--- src/rtl/fixed_mult_seq.sv ---
// fixed_mult_seq
// Sequential signed fixed-point multiplier using radix-2 Booth recoding,
// one Booth step per clock. Two Q(ent.frac) operands with sign bit produce
// a full-precision Q(2ent.2frac) product with sign, PW = 2*ent+2*frac+1 bits.
// The product feeds the truncation/saturation stage directly.
//
// Ports:
//   clk      rising-edge clock
//   rst_n    asynchronous active-low reset
//   start    request a multiply, sampled only while idle
//   a, b     signed operands, cant_bits wide, Q(ent.frac)
//   busy     high from the cycle after an accepted start until done
//   done     one-cycle pulse, product/ovf valid from this cycle on
//   ovf      exact product did not fit in PW bits (only -min * -min)
//   product  signed product, held until the next operation completes
//
// Optional build macro:
//   FIXED_MULT_FAST_ZERO_EN  when defined, a start with a zero operand skips
//                            the Booth loop and completes one cycle after
//                            acceptance with product 0.

module fixed_mult_seq #(
    parameter  int cant_bits = 25,
    parameter  int ent       = 10,
    parameter  int frac      = 14,
    localparam int PW        = 2*ent + 2*frac + 1
) (
    input  logic                 clk,
    input  logic                 rst_n,
    input  logic                 start,
    input  logic [cant_bits-1:0] a,
    input  logic [cant_bits-1:0] b,
    output logic                 busy,
    output logic                 done,
    output logic                 ovf,
    output logic [PW-1:0]        product
);

    localparam int AW = 2*cant_bits;
    localparam int CW = $clog2(cant_bits + 1);

    // The only result that cannot be represented in PW bits: (-2^(n-1))^2
    localparam logic [AW-1:0] SAT_VAL = {2'b01, {(AW-2){1'b0}}};

    typedef enum logic [1:0] {IDLE, CALC, DONE} state_t;

    state_t                state, state_nxt;
    logic signed [AW-1:0]  mcand;
    logic signed [AW-1:0]  acc;
    logic [cant_bits-1:0]  b_reg;
    logic                  q_m1;
    logic [CW-1:0]         count;

    logic signed [AW-1:0]  sum;
    logic [AW+cant_bits:0] shifted;
    logic [AW-1:0]         result;
    logic                  sat;
    logic                  zero_op;

    // Booth step datapath. The accumulator is a full 2*cant_bits wide, so
    // adding or subtracting the sign-extended multiplicand never overflows,
    // even for the most-negative operand pair. The shift drops q(-1) and
    // replicates the accumulator sign into the top.
    always_comb begin
        sum = acc;
        case ({b_reg[0], q_m1})
            2'b01:   sum = acc + mcand;
            2'b10:   sum = acc - mcand;
            default: sum = acc;
        endcase
        shifted = {sum[AW-1], sum, b_reg};
        result  = {acc[cant_bits-1:0], b_reg};
        sat     = (result == SAT_VAL);
        zero_op = (a == '0) || (b == '0);
    end

    // State register
    always_ff @(posedge clk or negedge rst_n) begin
        if (!rst_n) begin
            state <= IDLE;
        end else begin
            state <= state_nxt;
        end
    end

    // Next-state logic. CALC leaves when the last step is being taken, so
    // exactly cant_bits steps are performed before DONE.
    always_comb begin
        state_nxt = state;
        case (state)
            IDLE: begin
                if (start) begin
`ifdef FIXED_MULT_FAST_ZERO_EN
                    state_nxt = zero_op ? DONE : CALC;
`else
                    state_nxt = CALC;
`endif
                end
            end
            CALC: begin
                if (count == CW'(1)) begin
                    state_nxt = DONE;
                end
            end
            DONE:    state_nxt = IDLE;
            default: state_nxt = IDLE;
        endcase
    end

    // Datapath and registered outputs. Operands are only captured on an
    // accepted start, so a and b are free to change at any other time.
    always_ff @(posedge clk or negedge rst_n) begin
        if (!rst_n) begin
            mcand   <= '0;
            acc     <= '0;
            b_reg   <= '0;
            q_m1    <= 1'b0;
            count   <= '0;
            busy    <= 1'b0;
            done    <= 1'b0;
            ovf     <= 1'b0;
            product <= '0;
        end else begin
            done <= 1'b0;
            case (state)
                IDLE: begin
                    if (start) begin
                        mcand <= {{cant_bits{a[cant_bits-1]}}, a};
                        acc   <= '0;
                        b_reg <= b;
                        q_m1  <= 1'b0;
                        count <= CW'(cant_bits);
                        busy  <= 1'b1;
`ifdef FIXED_MULT_FAST_ZERO_EN
                        if (zero_op) begin
                            b_reg <= '0;
                        end
`endif
                    end
                end
                CALC: begin
                    acc   <= shifted[AW+cant_bits:cant_bits+1];
                    b_reg <= shifted[cant_bits:1];
                    q_m1  <= shifted[0];
                    count <= count - CW'(1);
                end
                DONE: begin
                    if (sat) begin
                        product <= {1'b0, {(PW-1){1'b1}}};
                        ovf     <= 1'b1;
                    end else begin
                        product <= result[PW-1:0];
                        ovf     <= 1'b0;
                    end
                    done <= 1'b1;
                    busy <= 1'b0;
                end
                default: ;
            endcase
        end
    end

endmodule

--- config.mk ---
export PLATFORM = sky130hd
export DESIGN_NAME = fixed_mult_seq
export DESIGN_NICKNAME = d
export VERILOG_FILES = /design/src/rtl/fixed_mult_seq.sv
export SDC_FILE = /design/constraint.sdc
export NUM_CORES = 1
export LEC_CHECK = 0
export CORE_ASPECT_RATIO = 1.75
export CORE_UTILIZATION = 28
export CTS_CLUSTER_SIZE = 14
export DETAILED_ROUTE_END_ITERATION = 8
export DONT_BUFFER_PORTS = 1
export PLACE_DENSITY = 0.42
export SLEW_MARGIN = 20
export SYNTH_ARGS = -nofsm -noshare
export SYNTH_HDL_FRONTEND = slang
export SYNTH_SLANG_ARGS = --single-unit
--- constraint.sdc ---
create_clock -name clk -period 3.76 [get_ports clk]
set_input_delay 1.128 -clock clk [delete_from_list [all_inputs] [get_ports clk]]
set_output_delay 1.128 -clock clk [all_outputs]
set_load 0.01 [all_outputs]
== After elaboration in Yosys (flattened, before gate mapping) ==
Cells that the tools add are included.
Operators by class
  equality and inequality tests: 8
  add/sub/neg operators: 3
  mux-type cells: 17
  reductions and logical operators: 7
Operator list (count)
  50-bit one-hot mux with 2 select lines: 2
  50-bit by 25-bit adder with 50-bit output: 1
  50-bit by 49-bit equality test with 1-bit output, second input constant: 1
  50-bit two-way mux: 1
  25-bit one-hot mux with 2 select lines: 1
  50-bit by 25-bit subtractor with 50-bit output: 1
  49-bit two-way mux: 1
  25-bit two-way mux: 1
  5-bit one-hot mux with 2 select lines: 1
  2-bit AND reduction: 4
  5-bit by 1-bit equality test with 1-bit output, second input constant: 1
  5-bit two-way mux: 1
  5-bit by 1-bit subtractor with 5-bit output, second input constant: 1
  2-bit by 1-bit equality test with 1-bit output, second input constant: 2
  2-bit equality test, second input constant: 2
  1-bit two-way mux: 4
  2-bit two-way mux: 2
  2-bit inequality test, second input constant: 2
  1-bit one-hot mux with 2 select lines: 2
  2-bit one-hot mux with 2 select lines: 1
  2-bit nonzero test: 2
  2-bit logical NOT: 1
Word-level totals
  bits of input ports: 53
  logic and storage cells: 45
  flip-flop bits (word level): 160

== Depth between registers and ports, before layout ==
  depth after elaboration: 3
  gate-level depth with buffers: 20
  mapped depth without buffers: 18

== Worst setup path before layout ==
OpenSTA, ideal clock, no wires.
  path type: flip-flop to flip-flop
  from: register mcand[2]
  to: register acc[45]
  stages on the path, launching flop included: 20
  setup time: 69 ps
  setup slack: -170 ps
  required time: 3691 ps
  arrival: 3861 ps
  cell sequence: dfrtp_1 nor2_1 nand3_1 nor4_1 nand2_1 nor3_1 a21oi_1 xnor2_1 ha_1 clkbuf_1 o21a_1 nor2_1 nor2_1 a221o_1 a21oi_4 o221ai_2 a21boi_2 o21ai_2 or4_1 nand3_1
On the way
  cells in the longest elaborated chain, start to end: 3
RTL lines
  start: declaration: line 48  | logic signed [AW-1:0] mcand;
  start signal: assignment: line 128  | mcand <= {{cant_bits{a[cant_bits-1]}}, a};
  50-bit by 25-bit subtractor with 50-bit output or 50-bit by 25-bit adder with 50-bit output (tied branches): line 68, 67
  50-bit one-hot mux with 2 select lines *: line 66  | case ({b_reg[0], q_m1})
  50-bit one-hot mux with 2 select lines *: line 125  | case (state)
  end signal: assignment: line 142  | acc <= shifted[AW+cant_bits:cant_bits+1];
  end: declaration: line 49  | logic signed [AW-1:0] acc;
Mark *: on every way between the ends. The rest lies on a longest branch, timed or not.
A chain may end at the register's enable or synchronous reset.

== Worst setup path in the final report ==
  from: register mcand[3]
  to: register acc[48]
The elaborated chain is that of the path after synthesis.

==> results.md <==
* Status: complete, but fails checks
* Failing checks: setup timing
* # DRC at 0
* Crit path from: mcand[3]$_DFFE_PN0P_
* Maximum clock path buffer count at 2
* Number of nets produced by synthesis at ~1300
* Avg Inst Size Synth at roughly 8.1 µm²
* Worst slew slack as a fraction of its limit at between 50% and 60%
* Wirelength per Cell at just under 20 µm
* Highest Clock Rate at between 200 and 300 MHz
* Hold violation total from the final report at 0
* Fraction of synthesis flops using an asynchronous set or reset pin at 100%
* Slew at the pin with the worst max-slew slack at approximately 730 ps
* Total inserted antenna cells at 0
* Required time of the critical path at ~4200 ps
* Final core utilization at around two fifths
* RR Endpoint: acc[48]$_DFFE_PN0P_
* Seq/Total Area, Yosys at just under 40%
* RD Place Congestion at between 0.8 and 0.9
* Count of flip-flops with a built-in enable after synthesis at 0
* Crit share post-route at 103%
* Layout overhead on the synthesized area at 34.4%
* Grt ovf at 0
* Post-synth cell types at 62
* DRC violation total after the first TritonRoute iteration at 439
* Post-detailed-placement half-perimeter wirelength at about 26 mm
* Number of warnings printed during yosys synthesis at 0
* Total I/O pin count at approximately 110
* Tot GR Track Use at around a fifth
* Fraction of layout cells with a size suffix above 1 at 27.9%
* Core region area at 35300 µm²
* Antenna Violating Nets Remaining at 0
* Buffer type at the clock tree root: sky130_fd_sc_hd__clkbuf_16
* Vias per std cell at ~5.1
* Clock period minus worst slack at slightly below 4000 ps
* Post-synthesis instance total at approximately 1200
* Type of the worst setup path: reg -> reg
* Total setup violations reported at the end of the flow at 2
* Overall die area at between 30000 and 40000 µm²
* Flip-flop and latch count after synthesis at ~160
* Number of maximum-capacitance violations at 0
* Prevailing post-synth register cell: sky130_fd_sc_hd__dfrtp_1
* CTS sink count at approximately 160
* Floorplan die height at around 250 µm
* Most frequent cells in the layout: sky130_fd_sc_hd__buf_4 (201), sky130_fd_sc_hd__nand2_1 (164), sky130_fd_sc_hd__dfrtp_1 (159)
* Initial DRT Pass Iterations at 4
* Total detailed-routing wirelength at 36.0 mm
* Worst Setup End Kind: flip-flop
* Path type of the worst min-delay path: in -> async
* Number of antenna violations at the first check in global routing at 0
* Unrepaired setup endpoints after global routing: true
* Die outline width at between 100 and 150 µm
* Registers with the most flip-flops: acc: 49 flops, product: 49 flops
* Vias in the first global route at 9939
* # H-tree levels at 4
* Vias at roughly 9500
* Cell count of the worst reg-to-reg path at 20
* Final clock skew at ~16 ps
* Skew-Pair Late Insertion Delay at about 460 ps
* Fill cell count at roughly 3600
* Number of rows in the core area at 91
* Clock transition at the register clock pins on the worst setup and hold paths after CTS at roughly 80 ps
* Clock tree from TritonCTS: done
* PnR worst setup slack at -116 ps
* Category of the worst setup path launch point: flip-flop
* Reg2Reg Launch Point: mcand[3]$_DFFE_PN0P_
* Global-route wire length before repair at approximately 56 mm
* Setup slack of the most critical reg-to-reg path at -120 ps
* Critical path destination: acc[48]$_DFFE_PN0P_
* Endpoint arrival time on the critical path at around 4300 ps
* Mapped cell area at a little over 10000 µm²
* Maximum fanout encountered on the critical timing path at 8
* Buffers added on ports at 0
* Leading cell type in the layout, fill and taps excluded: sky130_fd_sc_hd__buf_4
* Pin count of the biggest net entering global routing at 160
* CTS Buf Count at 17
* Max Transition Viols Final at 0
* Final nets at 1504
* Starting density of the core at between 20% and 30%
==> repair_timing <==
action,4_1_cts,5_1_grt
resized for setup,89,112
hold endpoints to repair,0,0
buffers inserted,7,11
pin swaps,29,47
setup endpoints to repair,26,28
hold buffers,0,0
gates cloned,0,0
==> layout make-up <==
class / count / area, µm² / share of cell area, %
Inverter: 31 / 116 / 0.859
Tap cell: 465 / 582 / 4.30
Clock buffer: 18 / 429 / 3.17
Multi-Input combinational cell: 968 / 6520 / 48.1
Sequential cell: 159 / 3980 / 29.4
Timing Repair Buffer: 220 / 1760 / 13.0
Clock inverter: 14 / 158 / 1.16
==> cell usage after synthesis (18+ instances only) <==
cell	instances	area, µm²
sky130_fd_sc_hd__xnor2_1	51	447
sky130_fd_sc_hd__dfrtp_1	159	3980
sky130_fd_sc_hd__a21oi_1	160	801
sky130_fd_sc_hd__a21o_1	33	248
sky130_fd_sc_hd__nor2_1	165	619
sky130_fd_sc_hd__nand2_1	170	638
sky130_fd_sc_hd__a22oi_1	46	345
sky130_fd_sc_hd__clkbuf_1	70	263
sky130_fd_sc_hd__nor3_1	22	110
sky130_fd_sc_hd__nand3_1	30	150
sky130_fd_sc_hd__o21ai_0	74	370
sky130_fd_sc_hd__inv_1	31	116
sky130_fd_sc_hd__ha_1	53	663
sky130_fd_sc_hd__xor2_1	18	158
==> critical path, stage by stage (launching register included) <==
cell	delay (ps)
sky130_fd_sc_hd__dfrtp_1	410
sky130_fd_sc_hd__nor2_4	160
sky130_fd_sc_hd__buf_6	120
sky130_fd_sc_hd__nand3_4	80
sky130_fd_sc_hd__nor3b_4	210
sky130_fd_sc_hd__and3_4	240
sky130_fd_sc_hd__buf_6	110
sky130_fd_sc_hd__a21oi_4	60
sky130_fd_sc_hd__buf_6	140
sky130_fd_sc_hd__buf_12	140
sky130_fd_sc_hd__a21oi_4	130
sky130_fd_sc_hd__ha_4	220
sky130_fd_sc_hd__a21o_1	170
sky130_fd_sc_hd__a21o_1	170
sky130_fd_sc_hd__a221oi_2	310
sky130_fd_sc_hd__nor3_1	100
sky130_fd_sc_hd__a41oi_1	210
sky130_fd_sc_hd__nand3_2	120
sky130_fd_sc_hd__xnor2_2	150
sky130_fd_sc_hd__or4_1	500
sky130_fd_sc_hd__nand3_1	80
==> worst min-delay path by stage <==
stage | from | end | slack [ps] | cells past startpoint
after floorplan | count[4]$_DFFE_PN0P_ | count[4]$_DFFE_PN0P_ | 450 | 1
after global placement | count[4]$_DFFE_PN0P_ | count[4]$_DFFE_PN0P_ | 470 | 1
after detailed placement | count[4]$_DFFE_PN0P_ | count[4]$_DFFE_PN0P_ | 470 | 1
after CTS | rst_n | acc[39]$_DFFE_PN0P_ | 340 | 0
after global routing | rst_n | product[26]$_DFFE_PN0P_ | 340 | 0
final | rst_n | mcand[21]$_DFFE_PN0P_ | 360 | 0
==> cells by family (layout without fill, tap and decap cells) <==
family	Yosys count	after routing	synth area share [%]
and+or+nand+nor	455	455	19.5
AOI/OAI and AO/OA	384	384	23.2
DFF	159	159	39.5
buffers and inverters	114	283	4.42
xor gates and xnor gates	69	69	6.00
adders and majority gates	54	54	6.78
muxes	6	6	0.621
==> routing by layer <==
layer / track usage [%] / up-vias / wire length (µm)
met1: 19.9 / 4647 / 13100
met2: 40.0 / 141 / 20500
li1: - / 4665 / -
met5: 0 / - / 0
met3: 3.46 / 59 / 1110
met4: 9.53 / 0 / 1320
==> stage by stage <==
step | hold WS (ps) | instances | TNS (ps) | area [µm²] | worst slack (ps)
floorplan | 446 | 1241 | -1.33 | 10100 | -1.33
global placement | 465 | 1827 | -7070 | 12000 | -594
detailed placement | 473 | 1827 | -7230 | 12000 | -553
CTS | 339 | 1866 | -315 | 13000 | -96.0
global route | 345 | 1875 | -3300 | 13500 | -305
finish | 364 | 1875 | -215 | 13500 | -116
Power is left out: the tool's default activity adds up to more than one toggle a clock period on the data nets, which glitch-free logic cannot reach.
